File: config.mk
export PLATFORM = sky130hd
export DESIGN_NAME = nibble_serial_adder_ctrl
export DESIGN_NICKNAME = d
export VERILOG_FILES = /design/src/rtl/nibble_serial_adder_ctrl_pkg.sv /design/src/rtl/nibble_serial_adder_ctrl_adder.sv /design/src/rtl/nibble_serial_adder_ctrl.sv
export SDC_FILE = /design/constraint.sdc
export NUM_CORES = 1
export LEC_CHECK = 0
export ABC_AREA = 0
export CAP_MARGIN = 20
export CELL_PAD_IN_SITES_DETAIL_PLACEMENT = 0
export CELL_PAD_IN_SITES_GLOBAL_PLACEMENT = 1
export CORE_ASPECT_RATIO = 1.4
export CORE_UTILIZATION = 44
export CTS_BUF_LIST = sky130_fd_sc_hd__clkbuf_4 sky130_fd_sc_hd__clkbuf_8 sky130_fd_sc_hd__clkbuf_16
export DETAILED_ROUTE_END_ITERATION = 8
export DONT_BUFFER_PORTS = 1
export HOLD_SLACK_MARGIN = 0.08
export PLACE_DENSITY_LB_ADDON = 0.25
export SLEW_MARGIN = 20
export SYNTH_ARGS = -nofsm -noshare
export SYNTH_HDL_FRONTEND = slang
export SYNTH_SLANG_ARGS = --single-unit
File: constraint.sdc
create_clock -name clk -period 3.35 [get_ports clk]
set_input_delay 0.5025 -clock clk [delete_from_list [all_inputs] [get_ports clk]]
set_output_delay 0.5025 -clock clk [all_outputs]
set_load 0.05 [all_outputs]
File: src/rtl/nibble_serial_adder_ctrl_pkg.sv
// nibble_serial_adder_ctrl_pkg: shared state encoding and nibble width
package nibble_serial_adder_ctrl_pkg;
  localparam int NIB_W = 4;
  typedef enum logic [1:0] {
    IDLE = 2'd0,
    RUN  = 2'd1,
    DONE = 2'd2
  } state_t;
endpackage

File: src/rtl/nibble_serial_adder_ctrl_adder.sv
// four_bit_adder: combinational 4-bit ripple-carry slice
module four_bit_adder (
  input  logic [3:0] a,
  input  logic [3:0] b,
  input  logic       ci,
  output logic [3:0] s,
  output logic       co
);
  logic [4:0] c;
  assign c[0] = ci;
  for (genvar i = 0; i < 4; i++) begin : g_fa
    assign s[i]   = a[i] ^ b[i] ^ c[i];
    assign c[i+1] = (a[i] & b[i]) | (c[i] & (a[i] ^ b[i]));
  end
  assign co = c[4];
endmodule

File: src/rtl/nibble_serial_adder_ctrl.sv
// nibble_serial_adder_ctrl: nibble-serial add/subtract through one shared 4-bit adder slice
module nibble_serial_adder_ctrl
  import nibble_serial_adder_ctrl_pkg::*;
#(
  parameter int NIBBLES = 4
) (
  input  logic                     clk,
  input  logic                     rst,
  input  logic                     start,
  input  logic                     sub,
  input  logic [NIB_W*NIBBLES-1:0] a,
  input  logic [NIB_W*NIBBLES-1:0] b,
  output logic                     busy,
  output logic                     done,
  output logic [NIB_W*NIBBLES-1:0] s,
  output logic                     co,
  output logic                     ovf
);
  localparam int W  = NIB_W * NIBBLES;
  localparam int IW = $clog2(NIBBLES);
  state_t state, state_nx;
  logic [W-1:0] a_r, b_r, s_r, s_nx;
  logic [IW-1:0] idx;
  logic carry_r, c_out, last;
  logic [NIB_W-1:0] a_n, b_n, sum;
  assign a_n  = a_r[NIB_W*idx +: NIB_W];
  assign b_n  = b_r[NIB_W*idx +: NIB_W];
  assign last = idx == IW'(NIBBLES - 1);
  assign busy = state == RUN;
  assign done = state == DONE;
  four_bit_adder u_add (.a(a_n), .b(b_n), .ci(carry_r), .s(sum), .co(c_out));
  always_comb begin
    s_nx = s_r;
    s_nx[NIB_W*idx +: NIB_W] = sum;
    state_nx = state == IDLE ? (start ? RUN : IDLE) :
               state == RUN  ? (last ? DONE : RUN) : IDLE;
  end
  // Visible results load on the final RUN edge so they are valid during the done cycle.
  always_ff @(posedge clk) begin
    if (rst) begin
      state   <= IDLE;
      idx     <= '0;
      carry_r <= 1'b0;
      a_r     <= '0;
      b_r     <= '0;
      s_r     <= '0;
      s       <= '0;
      co      <= 1'b0;
      ovf     <= 1'b0;
    end else begin
      state <= state_nx;
      if (state == IDLE && start) begin
        a_r     <= a;
        b_r     <= sub ? ~b : b;
        carry_r <= sub;
        idx     <= '0;
      end
      if (state == RUN) begin
        s_r     <= s_nx;
        carry_r <= c_out;
        idx     <= idx + 1'b1;
        if (last) begin
          s   <= s_nx;
          co  <= c_out;
          ovf <= (a_r[W-1] == b_r[W-1]) && (s_nx[W-1] != a_r[W-1]);
        end
      end
    end
  end
endmodule

==> results.yml <==
power:
  peakVddDrop_mv: 0.2190
  powerDensity_nw_per_um2: 540.4
  leakage_nw: 1.342
placed_design:
  placed_area_um2: 3482
  portBuffers: 0
  hpwl_um: 4939
  pre_cts_ws_ns: 0.1719
  routabilityCongestion: 0.7634
yosys:
  yosysWarnings: 0
  synth_edf_count: 0
  yosys.area_share.simple: 0.1491
  yosys.area.top_type_share: 0.4061
  yosysUniqueCellTypes: 38
  yosysMostFrequentCell: "dfxtp_1"
  ys_ff_latch: 71
  synth_compound_area_frac: 0.1902
  synthTopCellsByArea: "dfxtp_1 41%, a211oi_2 10%, nor2_1 7.5%"
  muxShareOfSynthArea: 0.09725
  syn_avg_cell_area_um2: 10.23
  synth_nets: 388
  synthArstFlopShare: 0
  synth_area_um2: 3500
  synth_fa_ha_area_frac: 0.04433
  yosysTopAreaCell: "dfxtp_1"
  synthXorXnorAreaFrac: 0.04004
  ys_top_cells_by_count: "71 x dfxtp_1, 70 x nor2_1, 29 x a211oi_2"
  synth_top_family_by_area: "compound AO/OA/AOI/OAI gates"
  ys.flop_type: "dfxtp_1"
  syn_inst: 342
  yosysSeqAreaShare: 0.4061
floorplan:
  core_area_um2: 7750
  rows: 38
  die_h_um: 107.5
  ios: 56
  start_util: 0.4516
  die_x_um: 77.38
  die_area_um2: 8319
timing:
  final_max_slew_viol_count: 0
  worstMarginPinSlew_ns: 1.018
  fin_worst_skew_ns: 0.008316
  finalWorstSetupSlack_ns: 0.2842
  slew-limit-headroom: 0.3198
  totalNegativeSetupSlack_ns: 0
  clock.fmax_ghz: 0.3262
  setup_viol: 0
  min_period_ns: 3.066
  fin_crit_sh: 0.9152
  finalHoldViolCount: 0
  rsz0062_at_grt: "no"
  whs_ns: 0.2062
global_route:
  grt_max_degree: 72
  grt_pass1_wl_um: 11840
  grt_util_all_layers: 0.1890
  grt_pass1_vias: 2343
  grt-ovfl-total: 0
  antenna_found_initial: 0
min_path:
  hold_depth: 1
  min-delay-path-class: "in -> reg"
worst_setup_path:
  startpoint_type: "register"
  ff2ff_path_depth: 12
  worstSetupEndpointType: "register"
  worstPathMaxFanout: 5
  crit_family: "adder cells"
  required_ns: 3.62
  path_depth: 12
  crit_type: "reg -> reg"
  path_cells: "mux4_2 > inv_1 > fa_1 > inv_1 > fa_1 > inv_1 > fa_1 > inv_1 > fa_1 > and4bb_1 > a21oi_1 > a211oi_1"
  cp_data_arrival_time_ns: 3.33
  crit_slowest_cell: "fa_1"
  path_buf_inv: 4
  cp_slowest_stage_delay_ns: 0.53
clock_tree:
  cts_tree: "done"
  htreeDepth: 3
  clk_pin_slew_worst_paths_ns: 0.08
  root_buffer: "clkbuf_8"
  cts.sinks: 71
  clk_path_buf_depth: 2
  hold_buffers: 0
  cts_buffers: 9
  insertion_delay_ns: 0.36
final_layout:
  multi_input_area_um2: 1831
  final_layout_size_suffix_gt1_frac: 0.1988
  final_area_um2: 3715
  seqCellArea_um2: 1423
  num-nets-final: 378
  nFillCells: 752
  area_delta_synth_final_pct: 6.149
  antennaDiodeCount: 0
detailed_routing:
  vias: 2350
  wl_per_cell_um: 16.39
  drtIter0Drc: 85
  ant_nets: 0
  drtPass1Iterations: 4
  via_per_inst: 5.378
  drc_errors: 0
  routed_wl_um: 7164
flow_run:
  maxCapViolCount: 0
run_status:
  status: "finished, final reports clean"
-- kinds of logic (layout without fill, tap and decap cells) --
kind of cell	count (synthesis)	after routing
AO/OA/AOI/OAI	71	71
XOR/XNOR	16	16
adder cells (fa/ha/maj)	10	10
buffers and inverters	42	37
flip-flops	71	71
multiplexers	24	24
AND/OR/NAND/NOR	108	108
-- flip-flops by register name, summed over array words and instances (netlist names) --
| name | cells |
|---|---|
| s_r | 16 |
| co | 1 |
| a_r | 16 |
| carry_r | 1 |
| state | 2 |
| b_r | 16 |
| s | 16 |
| ovf | 1 |
| idx | 2 |
-- metrics by stage --
stage	total power [mW]	instances	util
after floorplan	1.209	342	-
after global placement	1.232	421	0.4493
after detailed placement	1.236	421	0.4493
after CTS	2.033	437	0.4792
after global routing	2.105	437	0.4793
final	2.008	437	0.4793
-- per-layer routing --
metal	GRT usage	wire [um]
met1	0.2144	3052
met2	0.3274	3714
met3	0.03136	213
met4	0.1186	184
met5	0	0
-- worst paths after layout --
| path | start | end | slack [ns] |
|---|---|---|---|
| hold reg to reg | s_r[11] | s_r[11] | 0.49 |
| hold / removal | rst | b_r[14] | 0.21 |
| setup reg to reg | idx[0] | s_r[15] | 0.28 |
| setup / recovery | idx[0] | s_r[15] | 0.28 |
-- cell type report --
type	count	area share
Tap cell	100	0.03368
Sequential cell	71	0.3830
Clock inverter	3	0.01751
Multi-Input combinational cell	229	0.4928
Inverter	14	0.01415
Timing Repair Buffer	7	0.01415
Clock buffer	13	0.04480
-- cell usage in the layout (no fill, tap or decap), types with 5 or more instances in the layout --
master,instances
mux2i_1,16
clkbuf_8,11
buf_4,7
dfxtp_1,70
a211oi_1,14
a21oi_1,5
mux4_2,8
nor2b_1,16
ha_1,6
xnor2_1,16
inv_1,14
nor2_1,70
a31oi_1,11
a211oi_2,29
-- power by group --
part,internal [mW],switching (mW)
clock,0.476,0.317
combinational,0.130,0.152
sequential,0.895,0.0371
-- what timing repair did --
item | CTS | global route
setup buffers | 0 | 0
setup endpoints to repair | 0 | 1
resized for setup | 0 | 1
Power figures use the tool's default switching activity.
